==> src/rtl/mips_mem_arbiter.sv <==
// Arbiter sharing one single-ported memory between the MIPS fetch (I) and
// memory (D) stages. One transaction is outstanding at a time. D has priority,
// but a starvation counter hands the next arbitration to I after MAX_WAIT
// cycles of I losing.
module mips_mem_arbiter #(
  parameter int ADDR_W   = 32,
  parameter int DATA_W   = 32,
  parameter int MAX_WAIT = 4
) (
  input  logic              clock,
  input  logic              reset_n,
  // fetch port
  input  logic              i_req,
  input  logic [ADDR_W-1:0] i_addr,
  output logic              i_ack,
  output logic [DATA_W-1:0] i_rdata,
  // load/store port
  input  logic              d_req,
  input  logic              d_we,
  input  logic [3:0]        d_be,
  input  logic [ADDR_W-1:0] d_addr,
  input  logic [DATA_W-1:0] d_wdata,
  output logic              d_ack,
  output logic [DATA_W-1:0] d_rdata,
  // pipeline freeze
  output logic              stall_i,
  output logic              stall_d,
  // memory side
  output logic              mem_req,
  output logic              mem_we,
  output logic [3:0]        mem_be,
  output logic [ADDR_W-1:0] mem_addr,
  output logic [DATA_W-1:0] mem_wdata,
  input  logic              mem_gnt,
  input  logic              mem_rvalid,
  input  logic [DATA_W-1:0] mem_rdata
);

  typedef enum logic [1:0] {IDLE, ISSUE, WAIT, ACK} state_t;

  localparam int                CNT_W   = $clog2(MAX_WAIT + 1);
  localparam logic [CNT_W-1:0] CNT_MAX = CNT_W'(MAX_WAIT);

  state_t           state;
  logic             owner_d;     // 1: current transaction belongs to the D port
  logic [CNT_W-1:0] starve_cnt;
  logic             pick_d;
  logic             i_losing;

  // D wins unless I is waiting and has already lost MAX_WAIT cycles.
  assign pick_d = d_req && (!i_req || (starve_cnt < CNT_MAX));

  // I loses a cycle when D wins in IDLE or while D owns the memory.
  assign i_losing = i_req && ((state == IDLE) ? pick_d : owner_d);

  // A port stalls while its request is pending and not yet acknowledged.
  assign stall_i = i_req & ~i_ack;
  assign stall_d = d_req & ~d_ack;

  // Transaction FSM: owner selection, memory handshake, ack pulses.
  always_ff @(posedge clock or negedge reset_n) begin
    if (!reset_n) begin
      state     <= IDLE;
      owner_d   <= 1'b0;
      mem_req   <= 1'b0;
      mem_we    <= 1'b0;
      mem_be    <= '0;
      mem_addr  <= '0;
      mem_wdata <= '0;
      i_ack     <= 1'b0;
      d_ack     <= 1'b0;
      // NOTE: the rdata holding registers are ordinary flops, not a memory
      // array, so they are reset along with everything else and read 0 after reset.
      i_rdata   <= '0;
      d_rdata   <= '0;
    end else begin
      // NOTE: acks default low every cycle, so a single set below yields a
      // one-cycle pulse without any explicit clear.
      i_ack <= 1'b0;
      d_ack <= 1'b0;
      unique case (state)
        IDLE: begin
          if (d_req || i_req) begin
            // NOTE: non-blocking assignments throughout, so every branch sees
            // the pre-edge state and register order does not matter.
            owner_d <= pick_d;
            mem_req <= 1'b1;
            if (pick_d) begin
              mem_we    <= d_we;
              mem_be    <= d_we ? d_be : 4'hF;
              mem_addr  <= d_addr;
              mem_wdata <= d_wdata;
            end else begin
              mem_we    <= 1'b0;
              mem_be    <= 4'hF;
              mem_addr  <= i_addr;
              mem_wdata <= '0;
            end
            state <= ISSUE;
          end
        end
        ISSUE: begin
          if (mem_gnt) begin
            mem_req <= 1'b0;
            if (mem_we) begin
              // only the D port can issue stores
              d_ack <= 1'b1;
              state <= ACK;
            end else begin
              state <= WAIT;
            end
          end
        end
        WAIT: begin
          if (mem_rvalid) begin
            if (owner_d) begin
              d_rdata <= mem_rdata;
              d_ack   <= 1'b1;
            end else begin
              i_rdata <= mem_rdata;
              i_ack   <= 1'b1;
            end
            state <= ACK;
          end
        end
        ACK:     state <= IDLE;  // request is not re-sampled during the ack cycle
        default: state <= IDLE;
      endcase
    end
  end

  // Starvation counter: counts I losses, saturates, clears on an I ack.
  always_ff @(posedge clock or negedge reset_n) begin
    if (!reset_n) begin
      starve_cnt <= '0;
    end else if (i_ack) begin
      starve_cnt <= '0;
    end else if (i_losing && (starve_cnt < CNT_MAX)) begin
      starve_cnt <= starve_cnt + 1'b1;
    end
  end

endmodule

==> config.mk <==
export PLATFORM = sky130hd
export DESIGN_NAME = mips_mem_arbiter
export DESIGN_NICKNAME = d
export VERILOG_FILES = /design/src/rtl/mips_mem_arbiter.sv
export SDC_FILE = /design/constraint.sdc
export NUM_CORES = 1
export LEC_CHECK = 0
export CAP_MARGIN = 20
export CORE_MARGIN = 10
export CORE_UTILIZATION = 41
export DETAILED_ROUTE_END_ITERATION = 7
export PLACE_DENSITY = 0.81
export SYNTH_ARGS = -nofsm -noshare
export SYNTH_HDL_FRONTEND = slang
export SYNTH_SLANG_ARGS = --single-unit
==> constraint.sdc <==
create_clock -name clock -period 2 [get_ports clock]
set_clock_uncertainty 0.05 [all_clocks]
set_input_delay 0.4 -clock clock [delete_from_list [all_inputs] [get_ports clock]]
set_output_delay 0.4 -clock clock [all_outputs]
set_load 0.05 [all_outputs]
==> impl_metrics.toml <==
[setup_path]
critPathMaxFanout = 4
worst_setup_path_end_kind = "output port"
arrival_ps = 1370
timing.rr.start = "state[1]"
reg2regPathDepth = 5
start_kind = "input port"
worstPathRequired_ps = 1550
rrSetupSlack_ps = 200
reg2reg_to = "state[1]"
critPathKind = "input port to output port"

[routing]
remaining_drc_errors = 0
first_pass_iters = 4
wl_per_cell_um = 20.2
via_per_inst = 4.95
wirelength_um = 18100
drt_iter0_markers = 247
vias = 4435
antenna_left = 0

[power]
power_frac_seq_pct = 28.1
leakage_uw = 0.00437
pwr_density_cell_nw_per_um2 = 1950
power_uw = 17900
p_int_uw = 9190
p_sw_share_pct = 48.6
switchingPower_uw = 8670
vdd_drop_max_uv = 1270
pwr-share-comb_pct = 55.7
clkPwrFrac_pct = 16.1

[cts]
cts_setup_buffers = 0
clkTransAtPathRegs_ps = 60
ctsHtreeMaxLevel = 4
tritoncts = "built"
clk_path_buf_depth = 2
clkLatencyLatePin_ps = 400
numClockSinks = 142
cts_made_buffers = 17
cts-root-buf = "clkbuf_16"

[timing]
setup_ws_ps = 180
setup_viol_count_final = 0
slew_headroom_pct = 63.8
worstMarginPinSlew_ps = 545
timing.fmax_ghz = 0.550
grt_setup_unrepaired = "no"
finalHoldViolCount = 0
fin_crit_ps = 1820
period_share_pct = 91.0
finalMaxSlewViolations = 0

[floorplan]
rows = 43
die_area_um2 = 19200
die_y_um = 139
io_pins = 277
core_area_um2 = 13800
initial_utilization_pct = 41.8
fp.dieW_um = 139

[global_route]
overflow = 0
antenna_found_initial = 0
grt_pass1_wl_um = 28600
grt_pass1_vias = 4988
grt_max_degree = 79
grt_usage_pct = 18.7

[min_path]
hold_path_startpoint = "mem_addr[22]"
hold_depth = 2
hold_path.class = "flip-flop to flip-flop"
worstHoldEndpoint = "mem_addr[22]"

[flow_run]
drv_cap = 0

[placed_design]
gp_congestion = 0.871
dp_hpwl_um = 14200
preCtsSetupSlack_ps = -43.0
io_buffers = 276

[logic_synthesis]
synth-seq-cells = 142
postSynthAreaPerCell_um2 = 14.0
synth_top_flop_cell = "dfrtp_1"
ys_warn_count = 0
synth-edff-count = 0
netlist_instances = 414
synth-seq-area-share_pct = 61.5
syn_area_um2 = 5780
async_reset_ff_share_pct = 100
yosysUniqueCellTypes = 35
synth_nets = 558

[status]
outcome = "finished clean"

[final_layout]
nets = 848
syn_to_final_growth_pct = 58.5
antenna-diode-count = 0
drive_gt1_share_pct = 25.4
-- area by class of cell --
class,instances,area (um2)
well taps,180,225
clock buffers,20,447
fillers,1060,4670
repair buffers,297,2810
flip-flops and latches,142,3550
inverters,4,15.0
clock inverters,11,93.8
multi-input cells,242,2010
-- timing repair --
item / CTS / global route
hold buffers: 1 / 0
gates resized for setup: 84 / 1
endpoints found under the hold margin: 142 / 0
setup endpoints to repair: 84 / 1
-- worst max path at each step --
stage / from / endpoint / slack (ps)
after detailed placement: i_req / state[1] / -40
after global routing: state[0] / mem_wdata[5] / 130
final: d_req / stall_d / 180
after CTS: i_req / stall_i / 20
after global placement: i_req / state[1] / -10
after floorplan: i_ack / stall_i / 190
-- power groups by stage --
stage / clock network (uW) / logic (uW) / registers (uW)
final: 2880 / 9950 / 5030
after global routing: 3100 / 10500 / 5200
after CTS: 2950 / 10100 / 5030
after detailed placement: 0 / 10600 / 5090
after global placement: 0 / 10500 / 4990
after floorplan: 0 / 2280 / 9600
-- routing by layer --
metal	up-vias	track usage (%)	routed length, um	share of wire (%)
li1	2058	-	-	-
met1	2150	21.0	7070	39
met2	212	30.9	8880	49
met3	15	9.35	1910	11
met4	0	4.89	210	1.2
met5	-	0	0	0
-- layout by cell type (no fill, tap or decap), types with 6 or more instances in the layout --
| cell | synthesis | layout |
|---|---|---|
| mux2_2 | 66 | 66 |
| clkbuf_16 | 0 | 17 |
| dfrtp_1 | 142 | 142 |
| buf_12 | 0 | 10 |
| o21ai_1 | 26 | 26 |
| mux2i_1 | 34 | 34 |
| o21ai_2 | 6 | 6 |
| dlygate4sd2_1 | 0 | 84 |
| buf_4 | 2 | 64 |
| a22o_1 | 32 | 32 |
| nand2_1 | 36 | 36 |
| clkdlybuf4s50_1 | 0 | 136 |
-- cell usage after synthesis (3+ instances only) --
cell type	count	area share, %
ha_1	5	1.1
a22o_1	32	4.9
buf_8	3	0.78
dfrtp_1	142	61
mux2i_1	34	5.9
o21ai_2	6	0.91
nand2b_1	3	0.32
clkbuf_1	5	0.32
mux2_2	66	13
nand3_1	3	0.26
buf_2	10	0.87
inv_1	4	0.26
buf_6	6	1.2
o21ai_1	26	2.3
nor2_1	4	0.26
nor2b_1	5	0.54
o22a_1	4	0.61
nand2_1	36	2.3
-- metrics by stage --
| stage | area (um2) | hold slack [ps] | utilization (%) | TNS (ps) | std cells |
|---|---|---|---|---|---|
| after floorplan | 5780 | 54.4 | - | 0 | 414 |
| after global placement | 8710 | 370 | 63.0 | -11.7 | 864 |
| after detailed placement | 8710 | 381 | 63.0 | -244 | 864 |
| after CTS | 9160 | 433 | 66.2 | 0 | 896 |
| after global routing | 9160 | 456 | 66.2 | 0 | 896 |
| final | 9160 | 427 | 66.2 | 0 | 896 |
-- critical path: stages --
cell and delay [ps]:
clkdlybuf4s50_1 550, nor2b_1 250, buf_12 170
-- kinds of logic after synthesis --
kind of cell	share of synthesized area, %
flops	61.5
mux	18.8
buf+inv	3.66
compound gates	10.3
simple gates	4.70
fa+ha+maj	1.08
-- flip-flops by register name, indices dropped and copies added, names as in the netlist --
register,cells
d_ack,1
mem_we,1
mem_req,1
mem_addr,32
d_rdata,32
mem_wdata,32
i_rdata,32
mem_be,4
state,2
starve_cnt,3
i_ack,1
owner_d,1
No activity file was read; power rests on OpenSTA's default activity.
